<file path="src/rtl/counter_mode_sequencer.sv">
// counter_mode_sequencer: four-mode counter (binary up/down, BCD, ring) with a start/stop/switch control FSM.
module counter_mode_sequencer (
   input  logic       Clk,
   input  logic       Reset,
   input  logic [1:0] Mode_req,
   input  logic       Mode_load,
   input  logic       Start,
   input  logic       Stop,
   input  logic       Tick,
   output logic [3:0] D,
   output logic [3:0] Count,
   output logic       Busy,
   output logic       Mode_ack,
   output logic       Wrap
);
   typedef enum logic [1:0] {IDLE, RUN, PAUSE, SWITCH} state_t;
   state_t     state_q, state_d;
   logic [1:0] mode_q, mode_d, pend_q, pend_d;
   logic [3:0] d_q, d_d, count_q, count_d;
   logic       busy_q, busy_d, ack_q, ack_d, wrap_q, wrap_d;
   logic [3:0] step, init_cnt;
   logic       roll, ring_ok;
   assign D        = d_q;
   assign Count    = count_q;
   assign Busy     = busy_q;
   assign Mode_ack = ack_q;
   assign Wrap     = wrap_q;
   // Out-of-range BCD values and non-one-hot ring values recover to the mode's base without a rollover.
   always_comb begin
      ring_ok  = (count_q == 4'd1) || (count_q == 4'd2) || (count_q == 4'd4);
      init_cnt = (pend_q == 2'd1) ? 4'hF : (pend_q == 2'd3) ? 4'h1 : 4'h0;
      step     = 4'd0;
      roll     = 1'b0;
      case (mode_q)
         2'd0: begin
            step = count_q + 4'd1;
            roll = count_q == 4'hF;
         end
         2'd1: begin
            step = count_q - 4'd1;
            roll = count_q == 4'h0;
         end
         2'd2: begin
            step = (count_q < 4'd9) ? count_q + 4'd1 : 4'd0;
            roll = count_q == 4'd9;
         end
         default: begin
            step = ring_ok ? {count_q[2:0], 1'b0} : 4'd1;
            roll = count_q == 4'd8;
         end
      endcase
   end
   always_comb begin
      state_d = state_q;
      mode_d  = mode_q;
      pend_d  = pend_q;
      count_d = count_q;
      ack_d   = 1'b0;
      wrap_d  = 1'b0;
      case (state_q)
         SWITCH: begin
            mode_d  = pend_q;
            count_d = init_cnt;
            ack_d   = 1'b1;
            state_d = IDLE;
         end
         RUN: begin
            if (Mode_load) begin
               pend_d  = Mode_req;
               state_d = SWITCH;
            end else if (Stop) begin
               state_d = PAUSE;
            end else if (Tick) begin
               count_d = step;
               wrap_d  = roll;
            end
         end
         default: begin
            if (Mode_load) begin
               pend_d  = Mode_req;
               state_d = SWITCH;
            end else if (Start && !Stop) begin
               state_d = RUN;
            end
         end
      endcase
      busy_d = state_d == RUN;
      d_d    = 4'b0001 << mode_d;
   end
   always_ff @(posedge Clk) begin
      if (Reset) begin
         state_q <= IDLE;
         mode_q  <= 2'd0;
         pend_q  <= 2'd0;
         d_q     <= 4'b0001;
         count_q <= 4'd0;
         busy_q  <= 1'b0;
         ack_q   <= 1'b0;
         wrap_q  <= 1'b0;
      end else begin
         state_q <= state_d;
         mode_q  <= mode_d;
         pend_q  <= pend_d;
         d_q     <= d_d;
         count_q <= count_d;
         busy_q  <= busy_d;
         ack_q   <= ack_d;
         wrap_q  <= wrap_d;
      end
   end
endmodule

</file>
<file path="config.mk">
export PLATFORM = sky130hd
export DESIGN_NAME = counter_mode_sequencer
export DESIGN_NICKNAME = d
export VERILOG_FILES = /design/src/rtl/counter_mode_sequencer.sv
export SDC_FILE = /design/constraint.sdc
export NUM_CORES = 1
export LEC_CHECK = 0
export ABC_CLOCK_PERIOD_IN_PS = 5500
export CAP_MARGIN = 15
export CELL_PAD_IN_SITES_DETAIL_PLACEMENT = 1
export CELL_PAD_IN_SITES_GLOBAL_PLACEMENT = 1
export CORE_UTILIZATION = 35
export DETAILED_ROUTE_END_ITERATION = 12
export GPL_ROUTABILITY_DRIVEN = 0
export HOLD_SLACK_MARGIN = 0.05
export PLACE_DENSITY = 0.73
export SLEW_MARGIN = 20
export SYNTH_ARGS = -nofsm -noshare
export SYNTH_HDL_FRONTEND = slang
export SYNTH_SLANG_ARGS = --single-unit
</file>
<file path="constraint.sdc">
create_clock -name Clk -period 5.5 [get_ports Clk]
set_input_delay 1.1 -clock Clk [delete_from_list [all_inputs] [get_ports Clk]]
set_output_delay 1.1 -clock Clk [all_outputs]
set_load 0.02 [all_outputs]
</file>
After elaboration in Yosys (flattened, before gate mapping)
Index checks and enable logic that the tools add are counted.

word-level totals
  register bits = 17
  input port bits = 8
  output and inout port bits = 11
  logic and storage cells = 58

operators by class
  $add $sub $neg = 2
  $lt $le $gt $ge = 1
  equality and inequality tests = 16
  shifts and indexed selects = 1
  mux-type cells = 17
  bitwise operators = 3
  reduce and logical (&&, ||, !) cells = 10

operator list
  cell                                                  count
  two-way mux 4 bit                                     6
  equality test 4 bit (second input constant)           3
  case mux 4 bit (3 select lines)                       1
  two-way mux 2 bit                                     5
  equality test 2 x 1 -> 1 bit (second input constant)  4
  case mux 4 bit (2 select lines)                       1
  equality test 2 bit (second input constant)           3
  inequality test 2 bit (second input constant)         3
  OR reduction 5 bit                                    1
  adder 4 x 1 -> 4 bit (second input constant)          1
  equality test 4 x 1 -> 1 bit (second input constant)  1
  equality test 4 x 2 -> 1 bit (second input constant)  1
  equality test 4 x 3 -> 1 bit (second input constant)  1
  logical NOT 4 bit                                     1
  < comparator 4 bit (second input constant)            1
  case mux 2 bit (2 select lines)                       1
  AND reduction 4 bit                                   1
  left shift 1 x 2 -> 4 bit (first input constant)      1
  subtractor 4 x 1 -> 4 bit (second input constant)     1
  NOT 1 bit                                             3
  case mux 1 bit (3 select lines)                       1
  logical NOT 2 bit                                     1
  logical OR 1 bit                                      2
  two-way mux 1 bit                                     2
  other kinds (4)                                       4

Logic depth before layout (Yosys ltp)
  depth after elaboration = 9
  gate-level depth with buffers = 6
  gate-level depth less buffers = 6

Least setup slack after synthesis
Ideal clock, no wire load.

  kind = input port to flip-flop
  start = in Mode_load
  end = reg count_q[2], in the netlist Count[2]
  setup time = 0.123 ns
  arrival = 1.788 ns
  required time = 5.377 ns
  setup slack = 3.589 ns
  stages on the path = 4
  cell sequence = nor3b_1 o21a_1 and2_1 o22ai_1

on the way
  longest elaborated chain between the ends = 2

ends and longest elaborated chain
  element                          line  text
  from (decl)                      6     input logic Mode_load,
  inequality test 2 bit (no line)  -
  AND reduction 4 bit (no line)    -
  to (signal assigned)             105   count_q <= count_d;
  to (decl)                        19    logic [3:0] d_q, d_d, count_q, count_d;

Every way passes these cells.
A chain may end at the register's enable or synchronous reset.

Final worst setup path
  start = reg count_q[2], in the netlist Count[2]
  end = out Count[2]

RTL lines
  element    line  text
  to (decl)  11    output logic [3:0] Count,

No word-level cell between the ends.

==> flow_metrics.env <==
export IMPL_synth_top_cell_by_area="dfxtp_1"
export IMPL_critical_path_startpoint="Count[2]$_SDFFE_PP0P_"
export IMPL_synth_top_area_share_pct=33.7
export IMPL_syn_to_final_growth_pct=22.6
export IMPL_fin_crit_sh_pct=50.9
export IMPL_synthMuxAreaShare_pct=1.98
export IMPL_grt_max_degree=17
export IMPL_ctsResizeCount=0
export IMPL_cp_cell_sequence="clkdlybuf4s50_1"
export IMPL_synth_adder_area_share_pct=11.2
export IMPL_yosysWarnings=0
export IMPL_port_buffers=18
export IMPL_h_tree_depth=1
export IMPL_dp_cells=166
export IMPL_start_kind="flop"
export IMPL_drtIter0Drc=22
export IMPL_setup_tns_ps=0
export IMPL_final_cell_count_no_fill=170
export IMPL_min_path_type="flop to flop"
export IMPL_max_freq_mhz=357
export IMPL_via_per_inst=5.61
export IMPL_drive_gt1_share_pct=3.60
export IMPL_cts_tree="yes"
export IMPL_path_buf_inv=1
export IMPL_grt_pass1_vias=943
export IMPL_fin_skew_ps=7.83
export IMPL_synth_most_common_cell="dfxtp_1"
export IMPL_ys_types=38
export IMPL_post_cts_buffers=0
export IMPL_cap_violations=0
export IMPL_path_max_fanout=16
export IMPL_seq_area_frac_synth_pct=33.7
export IMPL_antenna_found_initial=0
export IMPL_wl_mm=2.64
export IMPL_finalMaxSlewViolations=0
export IMPL_synth_nets=139
export IMPL_synth_seq_cells=17
export IMPL_status="finished, final reports clean"
export IMPL_synthXorXnorAreaFrac_pct=0.867
export IMPL_synth_compound_area_share_pct=25.7
export IMPL_die_area_um2=3100
export IMPL_rsz0062_at_grt="false"
export IMPL_syn_inst=122
export IMPL_cts_root_buf="clkbuf_4"
export IMPL_synth_commonest_cells="17 x dfxtp_1, 16 x nor2_1, 10 x a21oi_1"
export IMPL_finalSetupViolations=0
export IMPL_tightest_slew_ps=565
export IMPL_synthArstFlopShare_pct=0
export IMPL_die_x_um=55.7
export IMPL_drc_errors=0
export IMPL_cp_arrival_ps=1700
export IMPL_cts_buffers=3
export IMPL_ant_nets=0
export IMPL_grt_usage_pct=18.3
export IMPL_power_density_nw_per_um2=212
export IMPL_max_clock_path_buffers=2
export IMPL_synth_area_per_cell_um2=8.28
export IMPL_cp_slowest_cell="clkdlybuf4s50_1"
export IMPL_slew_headroom_pct=62.3
export IMPL_crit_required_ps=4400
export IMPL_cp_top_family="buffers and inverters"
export IMPL_num_vias=953
export IMPL_cp_slowest_stage_delay_ps=710
export IMPL_path_class="flop to primary output"
export IMPL_start_util_pct=36.9
export IMPL_synthTopCellsByArea="dfxtp_1 34%, ha_1 11%, nor2_1 5.9%"
export IMPL_insertion_delay_ps=310
export IMPL_synth_top_family_by_area="compound AO/OA/AOI/OAI gates"
export IMPL_synth_main_ff_cell="dfxtp_1"
export IMPL_ir_worst_vdd_mv=0.153
export IMPL_hold_viol_final=0
export IMPL_row_count=19
export IMPL_chipHeight_um=55.7
export IMPL_r2r_start="Count[0]$_SDFFE_PP0P_"
export IMPL_cp_end_kind="primary output"
export IMPL_postCtsHoldBufs=0
export IMPL_drt_first_pass_iters=4
export IMPL_antenna_cells=0
export IMPL_dpl_hpwl_mm=2.02
export IMPL_coreArea_um2=2730
export IMPL_finalCriticalPeriod_ps=2800
export IMPL_grt_pass1_wl_mm=4.38
export IMPL_p_leak_nw=0.462
export IMPL_cts_clk_slew_worst_paths_ps=100
export IMPL_synth_edff_count=0
export IMPL_wl_per_cell_um=15.5
export IMPL_io_pin_count=19
export IMPL_clock_sinks=17
export IMPL_min_delay_start="pend_q[1]$_SDFFE_PP0P_"
export IMPL_gr_total_overflow=0
export IMPL_synth_simple_gate_area_share_pct=22.2
export IMPL_final_net_count=157
export IMPL_fillerInstances=347
export IMPL_synth_area_um2=1010
## layer usage
metal	vias to the layer above	routed length, um	global-route usage, %	part of all wire [%]
met4	0	57	9.64	2.2
met3	5	54	1.40	2.0
met5	-	0	0	0
met2	15	1250	31.2	47
met1	454	1280	23.0	48
li1	479	-	-	-
## cell type report
class / count / area [um^2] / share of cell area (%)
Tap cell: 31 / 38.8 / 3.13
Clock inverter: 1 / 5.00 / 0.404
Multi-Input combinational cell: 93 / 624 / 50.5
Sequential cell: 17 / 340 / 27.5
Clock buffer: 3 / 22.5 / 1.82
Timing Repair Buffer: 18 / 180 / 14.6
Inverter: 7 / 26.3 / 2.12
## layout by cell type, fill, tap and decap left out, types with 3 or more instances in the layout
master,n
inv_1,7
o22ai_1,3
a21oi_1,10
nand3_1,3
dfxtp_1,17
nand2_1,6
and2_1,3
nand2b_1,6
nor3_1,3
a31oi_1,3
clkbuf_4,3
ha_1,9
clkdlybuf4s50_1,18
nor2_1,16
## power by group
group / switching [W] / total [W] / leakage (nW) / internal (W)
logic: 0.0000286 / 0.0000535 / 0.306 / 0.0000249
clock network: 0.0000426 / 0.0000698 / 0.0177 / 0.0000272
registers: 0.0000109 / 0.000139 / 0.139 / 0.000128
## sequential cells by signal (all words and copies together), names as in the netlist
name	cells
pend_q	2
state_q	2
Busy	1
mode_q	2
D	4
Wrap	1
Count	4
Mode_ack	1
## cells by family (layout without fill, tap and decap cells)
group	after synthesis	after routing
and+or+nand+nor	45	45
AOI/OAI and AO/OA	36	36
DFF	17	17
buffers and inverters	12	29
adders and majority gates	9	9
muxes	2	2
xor gates and xnor gates	1	1
## final timing paths
path | to | depth (start not counted) | slack, ps
max | Count[2] | 1 | 2700
min | pend_q[1]$_SDFFE_PP0P_ | 2 | 500
max reg2reg | Count[0]$_SDFFE_PP0P_ | 6 | 3420
min reg2reg | pend_q[1]$_SDFFE_PP0P_ | 2 | 500
## per-stage QoR
stage               utilization [%]  setup WS, ps  instance area [um^2]  power (W)  hold slack [ps]
floorplan                         -          3590                  1010   0.000173              444
global placement               44.3          2950                  1210   0.000192              471
detailed placement             44.3          2880                  1210   0.000195              489
CTS                            45.3          2720                  1240   0.000263              503
global route                   45.3          2610                  1240   0.000274              530
finish                         45.3          2700                  1240   0.000263              499
No activity file was read; power rests on OpenSTA's default activity.
